File: src/rtl/fetch_unit_pkg.sv
// Core-wide shared definitions: default widths, fetch state encoding,
// the opcode constants used by the decoder, and a small alignment helper.
package fetch_unit_pkg;

    localparam int          XLEN_D     = 32;
    localparam logic [31:0] RESET_PC_D = 32'h0000_0000;

    typedef enum logic [1:0] {
        ST_BOOT  = 2'd0,
        ST_FETCH = 2'd1,
        ST_FAULT = 2'd2
    } fetch_state_e;

    // Major opcodes (inst[6:0]) shared with the decoder.
    localparam logic [6:0] OP_LUI    = 7'b0110111;
    localparam logic [6:0] OP_AUIPC  = 7'b0010111;
    localparam logic [6:0] OP_JAL    = 7'b1101111;
    localparam logic [6:0] OP_JALR   = 7'b1100111;
    localparam logic [6:0] OP_BRANCH = 7'b1100011;
    localparam logic [6:0] OP_LOAD   = 7'b0000011;
    localparam logic [6:0] OP_STORE  = 7'b0100011;
    localparam logic [6:0] OP_IMM    = 7'b0010011;
    localparam logic [6:0] OP_REG    = 7'b0110011;
    localparam logic [6:0] OP_SYSTEM = 7'b1110011;

    localparam logic [31:0] INST_NOP = 32'h0000_0013;

    // Word fetches only: any nonzero low address bits is a fault.
    function automatic logic is_misaligned(input logic [1:0] lo);
        return lo != 2'b00;
    endfunction

endpackage

File: src/rtl/fetch_fifo.sv
// Small synchronous FIFO holding fetched {instruction, pc} pairs.
// Ports: clk/rst (async high), i_push/i_data write side, i_pop read side,
// i_flush empties the queue, o_data = head entry, o_count/o_empty/o_full.
// Depth must be a power of two so pointers wrap naturally.
module fetch_fifo #(
    parameter int DEPTH = 2,
    parameter int WIDTH = 64
) (
    input  logic                         clk,
    input  logic                         rst,
    input  logic                         i_push,
    input  logic [WIDTH-1:0]             i_data,
    input  logic                         i_pop,
    input  logic                         i_flush,
    output logic [WIDTH-1:0]             o_data,
    output logic [$clog2(DEPTH+1)-1:0]   o_count,
    output logic                         o_empty,
    output logic                         o_full
);

    localparam int AW = $clog2(DEPTH);
    localparam int CW = $clog2(DEPTH+1);

    logic [WIDTH-1:0] r_mem [DEPTH];
    logic [AW-1:0]    r_rd;
    logic [AW-1:0]    r_wr;
    logic [CW-1:0]    r_count;
    logic             w_push;
    logic             w_pop;

    assign o_empty = (r_count == '0);
    assign o_full  = (r_count == CW'(DEPTH));
    assign o_count = r_count;
    assign o_data  = r_mem[r_rd];

    // A pop frees a slot in the same cycle, so push+pop on a full queue is legal.
    assign w_pop  = i_pop && !o_empty;
    assign w_push = i_push && (!o_full || w_pop);

    always_ff @(posedge clk or posedge rst) begin
        if (rst) begin
            r_rd    <= '0;
            r_wr    <= '0;
            r_count <= '0;
        end else if (i_flush) begin
            r_rd    <= '0;
            r_wr    <= '0;
            r_count <= '0;
        end else begin
            if (w_push) r_wr <= r_wr + 1'b1;
            if (w_pop)  r_rd <= r_rd + 1'b1;
            r_count <= r_count + CW'(w_push) - CW'(w_pop);
        end
    end

    always_ff @(posedge clk) begin
        if (w_push && !i_flush) r_mem[r_wr] <= i_data;
    end

endmodule

File: src/rtl/fetch_unit.sv
// Instruction fetch stage. Owns the PC, issues word requests to instruction
// memory, buffers returned words and hands {inst, inst_pc} to decode.
// Ports: clk/rst (async high); imem_req_* request channel (valid/ready);
// imem_resp_* in-order response channel (never back-pressured);
// redirect_* from execute; inst_* to decode (valid/ready); fault (sticky).
module fetch_unit
    import fetch_unit_pkg::*;
#(
    parameter int              XLEN     = XLEN_D,
    parameter logic [XLEN-1:0] RESET_PC = XLEN'(RESET_PC_D),
    parameter int              QDEPTH   = 2
) (
    input  logic            clk,
    input  logic            rst,
    output logic            imem_req_valid,
    input  logic            imem_req_ready,
    output logic [XLEN-1:0] imem_req_addr,
    input  logic            imem_resp_valid,
    input  logic [XLEN-1:0] imem_resp_data,
    input  logic            redirect_valid,
    input  logic [XLEN-1:0] redirect_pc,
    output logic            inst_valid,
    input  logic            inst_ready,
    output logic [XLEN-1:0] inst,
    output logic [XLEN-1:0] inst_pc,
    output logic            fault
);

    localparam int CW = $clog2(QDEPTH+1);

    fetch_state_e      r_state;
    fetch_state_e      w_state_nxt;
    logic [XLEN-1:0]   r_fetch_pc;
    logic [XLEN-1:0]   r_resp_pc;
    logic [CW-1:0]     r_out;     // requests accepted, response not yet seen
    logic [CW-1:0]     r_drop;    // responses still to discard after a redirect

    logic              w_in_fetch;
    logic              w_bad_tgt;
    logic              w_redir;
    logic [CW:0]       w_inflight;
    logic              w_credit;
    logic              w_acc;
    logic              w_resp;
    logic              w_keep;
    logic              w_pop;
    logic [2*XLEN-1:0] w_head;
    logic [CW-1:0]     w_count;
    logic              w_empty;
    logic              w_full;

    assign w_in_fetch = (r_state == ST_FETCH);
    assign w_bad_tgt  = is_misaligned(redirect_pc[1:0]);
    // Redirects are only honoured in FETCH; a misaligned one only changes state.
    assign w_redir    = w_in_fetch && redirect_valid && !w_bad_tgt;

    // Credit: outstanding requests plus queued words never exceed the FIFO depth,
    // which is what lets responses be pushed without back-pressure.
    assign w_inflight = {1'b0, r_out} + {1'b0, w_count};
    assign w_credit   = !w_full && (w_inflight < (CW+1)'(QDEPTH));

    assign imem_req_valid = w_in_fetch && w_credit && !redirect_valid;
    assign imem_req_addr  = r_fetch_pc;
    assign w_acc          = imem_req_valid && imem_req_ready;

    // Responses during BOOT (or FAULT) are ignored outright.
    assign w_resp = w_in_fetch && imem_resp_valid;
    assign w_keep = w_resp && !redirect_valid && (r_drop == '0);

    assign inst_valid = w_in_fetch && !w_empty;
    assign w_pop      = inst_valid && inst_ready;
    assign inst       = inst_valid ? w_head[2*XLEN-1:XLEN] : '0;
    assign inst_pc    = inst_valid ? w_head[XLEN-1:0]      : '0;
    assign fault      = (r_state == ST_FAULT);

    fetch_fifo #(
        .DEPTH (QDEPTH),
        .WIDTH (2*XLEN)
    ) u_fifo (
        .clk     (clk),
        .rst     (rst),
        .i_push  (w_keep),
        .i_data  ({imem_resp_data, r_resp_pc}),
        .i_pop   (w_pop),
        .i_flush (w_redir),
        .o_data  (w_head),
        .o_count (w_count),
        .o_empty (w_empty),
        .o_full  (w_full)
    );

    always_ff @(posedge clk or posedge rst) begin
        if (rst) r_state <= ST_BOOT;
        else     r_state <= w_state_nxt;
    end

    always_comb begin
        w_state_nxt = r_state;
        case (r_state)
            ST_BOOT:  w_state_nxt = ST_FETCH;
            ST_FETCH: if (redirect_valid && w_bad_tgt) w_state_nxt = ST_FAULT;
            default:  w_state_nxt = ST_FAULT;   // only reset leaves FAULT
        endcase
    end

    always_ff @(posedge clk or posedge rst) begin
        if (rst) begin
            r_fetch_pc <= RESET_PC;
            r_resp_pc  <= RESET_PC;
            r_out      <= '0;
            r_drop     <= '0;
        end else if (w_redir) begin
            // No request can be accepted in a redirect cycle, and a response
            // arriving now is discarded here, so it is not counted into drop.
            r_fetch_pc <= redirect_pc;
            r_resp_pc  <= redirect_pc;
            r_out      <= r_out - CW'(w_resp);
            r_drop     <= r_out - CW'(w_resp);
        end else if (w_in_fetch && !redirect_valid) begin
            if (w_acc)  r_fetch_pc <= r_fetch_pc + XLEN'(4);
            if (w_keep) r_resp_pc  <= r_resp_pc + XLEN'(4);
            if (w_resp && (r_drop != '0)) r_drop <= r_drop - 1'b1;
            r_out <= r_out + CW'(w_acc) - CW'(w_resp);
        end
    end

endmodule

File: config.mk
export PLATFORM = sky130hd
export DESIGN_NAME = fetch_unit
export DESIGN_NICKNAME = d
export VERILOG_FILES = /design/src/rtl/fetch_unit_pkg.sv /design/src/rtl/fetch_fifo.sv /design/src/rtl/fetch_unit.sv
export SDC_FILE = /design/constraint.sdc
export NUM_CORES = 1
export LEC_CHECK = 0
export CAP_MARGIN = 20
export CORE_MARGIN = 1
export CORE_UTILIZATION = 30
export DETAILED_ROUTE_END_ITERATION = 8
export HOLD_SLACK_MARGIN = 0.08
export MAX_ROUTING_LAYER = met4
export SLEW_MARGIN = 40
export SYNTH_ARGS = -nofsm -noshare
export SYNTH_HDL_FRONTEND = slang
export SYNTH_SLANG_ARGS = --single-unit
export TNS_END_PERCENT = 5
File: constraint.sdc
create_clock -name clk -period 6.8 [get_ports clk]
set_input_delay 1.36 -clock clk [delete_from_list [all_inputs] [get_ports clk]]
set_output_delay 1.36 -clock clk [all_outputs]
set_load 0.005 [all_outputs]
==> impl_metrics.yaml <==
layout:
  final_cell_mix: "168 x clkdlybuf4s50_1, 128 x edfxtp_1, 110 x nor2_1"
  drive_above_1_share_pct: 6.04
  fin_nets: 956
  stdcell_count: 1278
  final_common_cell: "clkdlybuf4s50_1"
  nFillCells: 2738
  multi_input_area_um2: 2950
  seq_area_um2: 5700
  syn_to_final_growth_pct: 33.4
  diodes: 0
floorplanning:
  pin_count: 169
  start_util_pct: 30.5
  rows: 62
  coreArea_um2: 28700
  die_x_um: 173
  fp.dieH_um: 173
  die_area_um2: 29900
yosys:
  syn_inst: 704
  ys_top_cells_by_area: "edfxtp_1 44%, dfrtp_1 21%, mux2i_1 7.4%"
  yosysUniqueCellTypes: 44
  syn_area_um2: 8770
  synth_top_area_share_pct: 43.8
  synthesis.nets: 783
  avgSynthCellArea_um2: 12.5
  yosys.area.top_type: "edfxtp_1"
  ys_seq_area_share_pct: 65.0
  synth_edf_count: 128
  synth_flop_cell: "edfxtp_1"
  yosysWarnings: 0
  async_flop_share_pct: 36.6
  ys_seq_elements: 202
detailed_routing:
  first_iter_violations: 294
  drt.antenna.violating_nets: 0
  via_count: 5990
  routedWlPerCell_um: 17.2
  top_layer: "met4"
  finalWirelength_um: 22000
  wl_met3_um: 1160
  wl_met1_um: 10300
  wl_met2_um: 10100
  drt_pass1_iterations: 4
  drcViolationCount: 0
  via_per_inst: 4.69
worst_setup_path:
  startpoint_type: "input pin"
  worstPathArrival_ns: 2.94
  cpPeakStageDelay_ns: 0.64
  cp_common_cell: "clkdlybuf4s50_1"
  cp_data_required_time_ns: 5.44
  worstPathCellList: "clkdlybuf4s50_1 -> nor4_1 -> clkdlybuf4s50_1"
  criticalPathCategory: "input pin to output port"
  path_max_fanout: 13
  endpoint_kind: "output port"
  cp_slowest_cell: "clkdlybuf4s50_1"
clock_tree:
  cts_tree: "done"
  cts_buffer_depth: 3
  htree_levels: 1
  ctsHoldBuffers: 0
  cts_setup_buffers: 0
  cts_root_buf: "clkbuf_16"
  numCtsBuffers: 23
  cts.sinks: 202
  path_clk_slew_ns: 0.06
  ctsResizeCount: 0
  clk_latency_ns: 0.51
timing:
  final_hold_viol_count: 0
  setup_ws_ns: 2.50
  max_slew_margin_pct: 48.2
  finalCritPeriodShare_pct: 63.3
  slew_violations: 0
  rsz0062_at_grt: "no"
  fin_skew_ns: 0.0102
  tightest_slew_ns: 0.770
  setup_viol: 0
  post-route-min-period_ns: 4.30
  fmax_mhz: 232
global_route:
  grt_max_degree: 73
  grt_overflow_total: 0
  antenna_found_initial: 0
  grt_pass1_wl_um: 34700
  grtUsageTotal_pct: 15.3
  grt_pass1_vias: 6031
hold_path:
  hold_class: "register to register"
placed_design:
  portBuffers: 168
  dp.cells: 1236
  post-place-ws_ns: 2.44
  globalplace.congestion: 0.788
  dp_hpwl_um: 14800
power_and_ir_drop:
  p_per_area_nw_per_um2: 309
  vdd_drop_max_mv: 0.165
  design_power_total_mw: 3.62
  leakagePower_nw: 4.27
run:
  drv_cap: 0
outcome:
  status: "completed"
## sequential cells by signal, indices dropped and copies added, names as in the netlist, 2 cells and up
name,cells
r_out,2
u_fifo.r_mem,128
r_state,2
imem_req_addr,32
u_fifo.o_count,2
r_drop,2
r_resp_pc,32
## path summary, 6_finish.rpt
kind	startpoint	to	slack (ns)	depth (start not counted)
worst max-delay path	redirect_valid	imem_req_valid	2.50	3
worst min-delay path	r_resp_pc[1]	u_fifo.r_mem[1][1]	0.48	0
worst max register to register	u_fifo.o_count[0]	r_out[1]	3.44	13
worst min register to register	r_resp_pc[1]	u_fifo.r_mem[1][1]	0.48	0
max in group asynchronous	rst	imem_req_addr[27]	4.43	3
min in group asynchronous	rst	imem_req_addr[1]	1.31	2
## critical path, delay by kind of cell
family        cells  cell delay (ns)
simple gates      1             0.38
buf+inv           2             1.20
## routing by layer
layer  up-vias  GRT usage, %
li1       2899             -
met5         -             -
met3        32          2.86
met2       172          23.5
met1      2887          21.0
met4         0          3.36
## power by group
part           leakage (nW)  switching [mW]  internal (mW)
sequential             2.09           0.225           1.48
combinational          1.84           0.327          0.420
clock                 0.337           0.472          0.689
total                  4.27            1.02           2.59
## through the flow
stage	setup TNS (ns)	utilization (%)	hold slack (ns)	cell area, um^2
finish	0	40.7	0.476	11700
global route	0	40.7	0.489	11700
CTS	0	40.7	0.478	11700
detailed placement	0	38.3	0.472	11000
global placement	0	38.1	0.462	10900
floorplan	-6.68	-	0.434	8770
## cells in the mapped netlist (all sizes together), types with 5 or more instances
library cell,number
and3,6
o21ai,7
ha,8
nor4,12
and4,5
nor3,10
and2,9
nor2,110
clkbuf,21
edfxtp,128
nand2,28
a31oi,7
nand4,21
xor2,37
inv,17
xnor2,20
or3,5
dfrtp,74
a21oi,54
nand3,26
mux2i,65
buf,10
## cell type report
cell class	instances	share of cell area (%)
clock inverters	4	0.407
repair buffers	179	15.4
clock buffers	38	5.58
multi-input cells	454	25.2
well taps	384	4.11
flip-flops and latches	202	48.7
inverters	17	0.546
## cell families after synthesis
logic type               synth area share [%]
XOR/XNOR                                 5.69
AO/OA/AOI/OAI                            4.77
multiplexers                             7.42
AND/OR/NAND/NOR                          13.7
adder cells (fa/ha/maj)                  1.37
buffers and inverters                    2.07
flip-flops                               65.0
No activity file was read; power rests on OpenSTA's default activity.
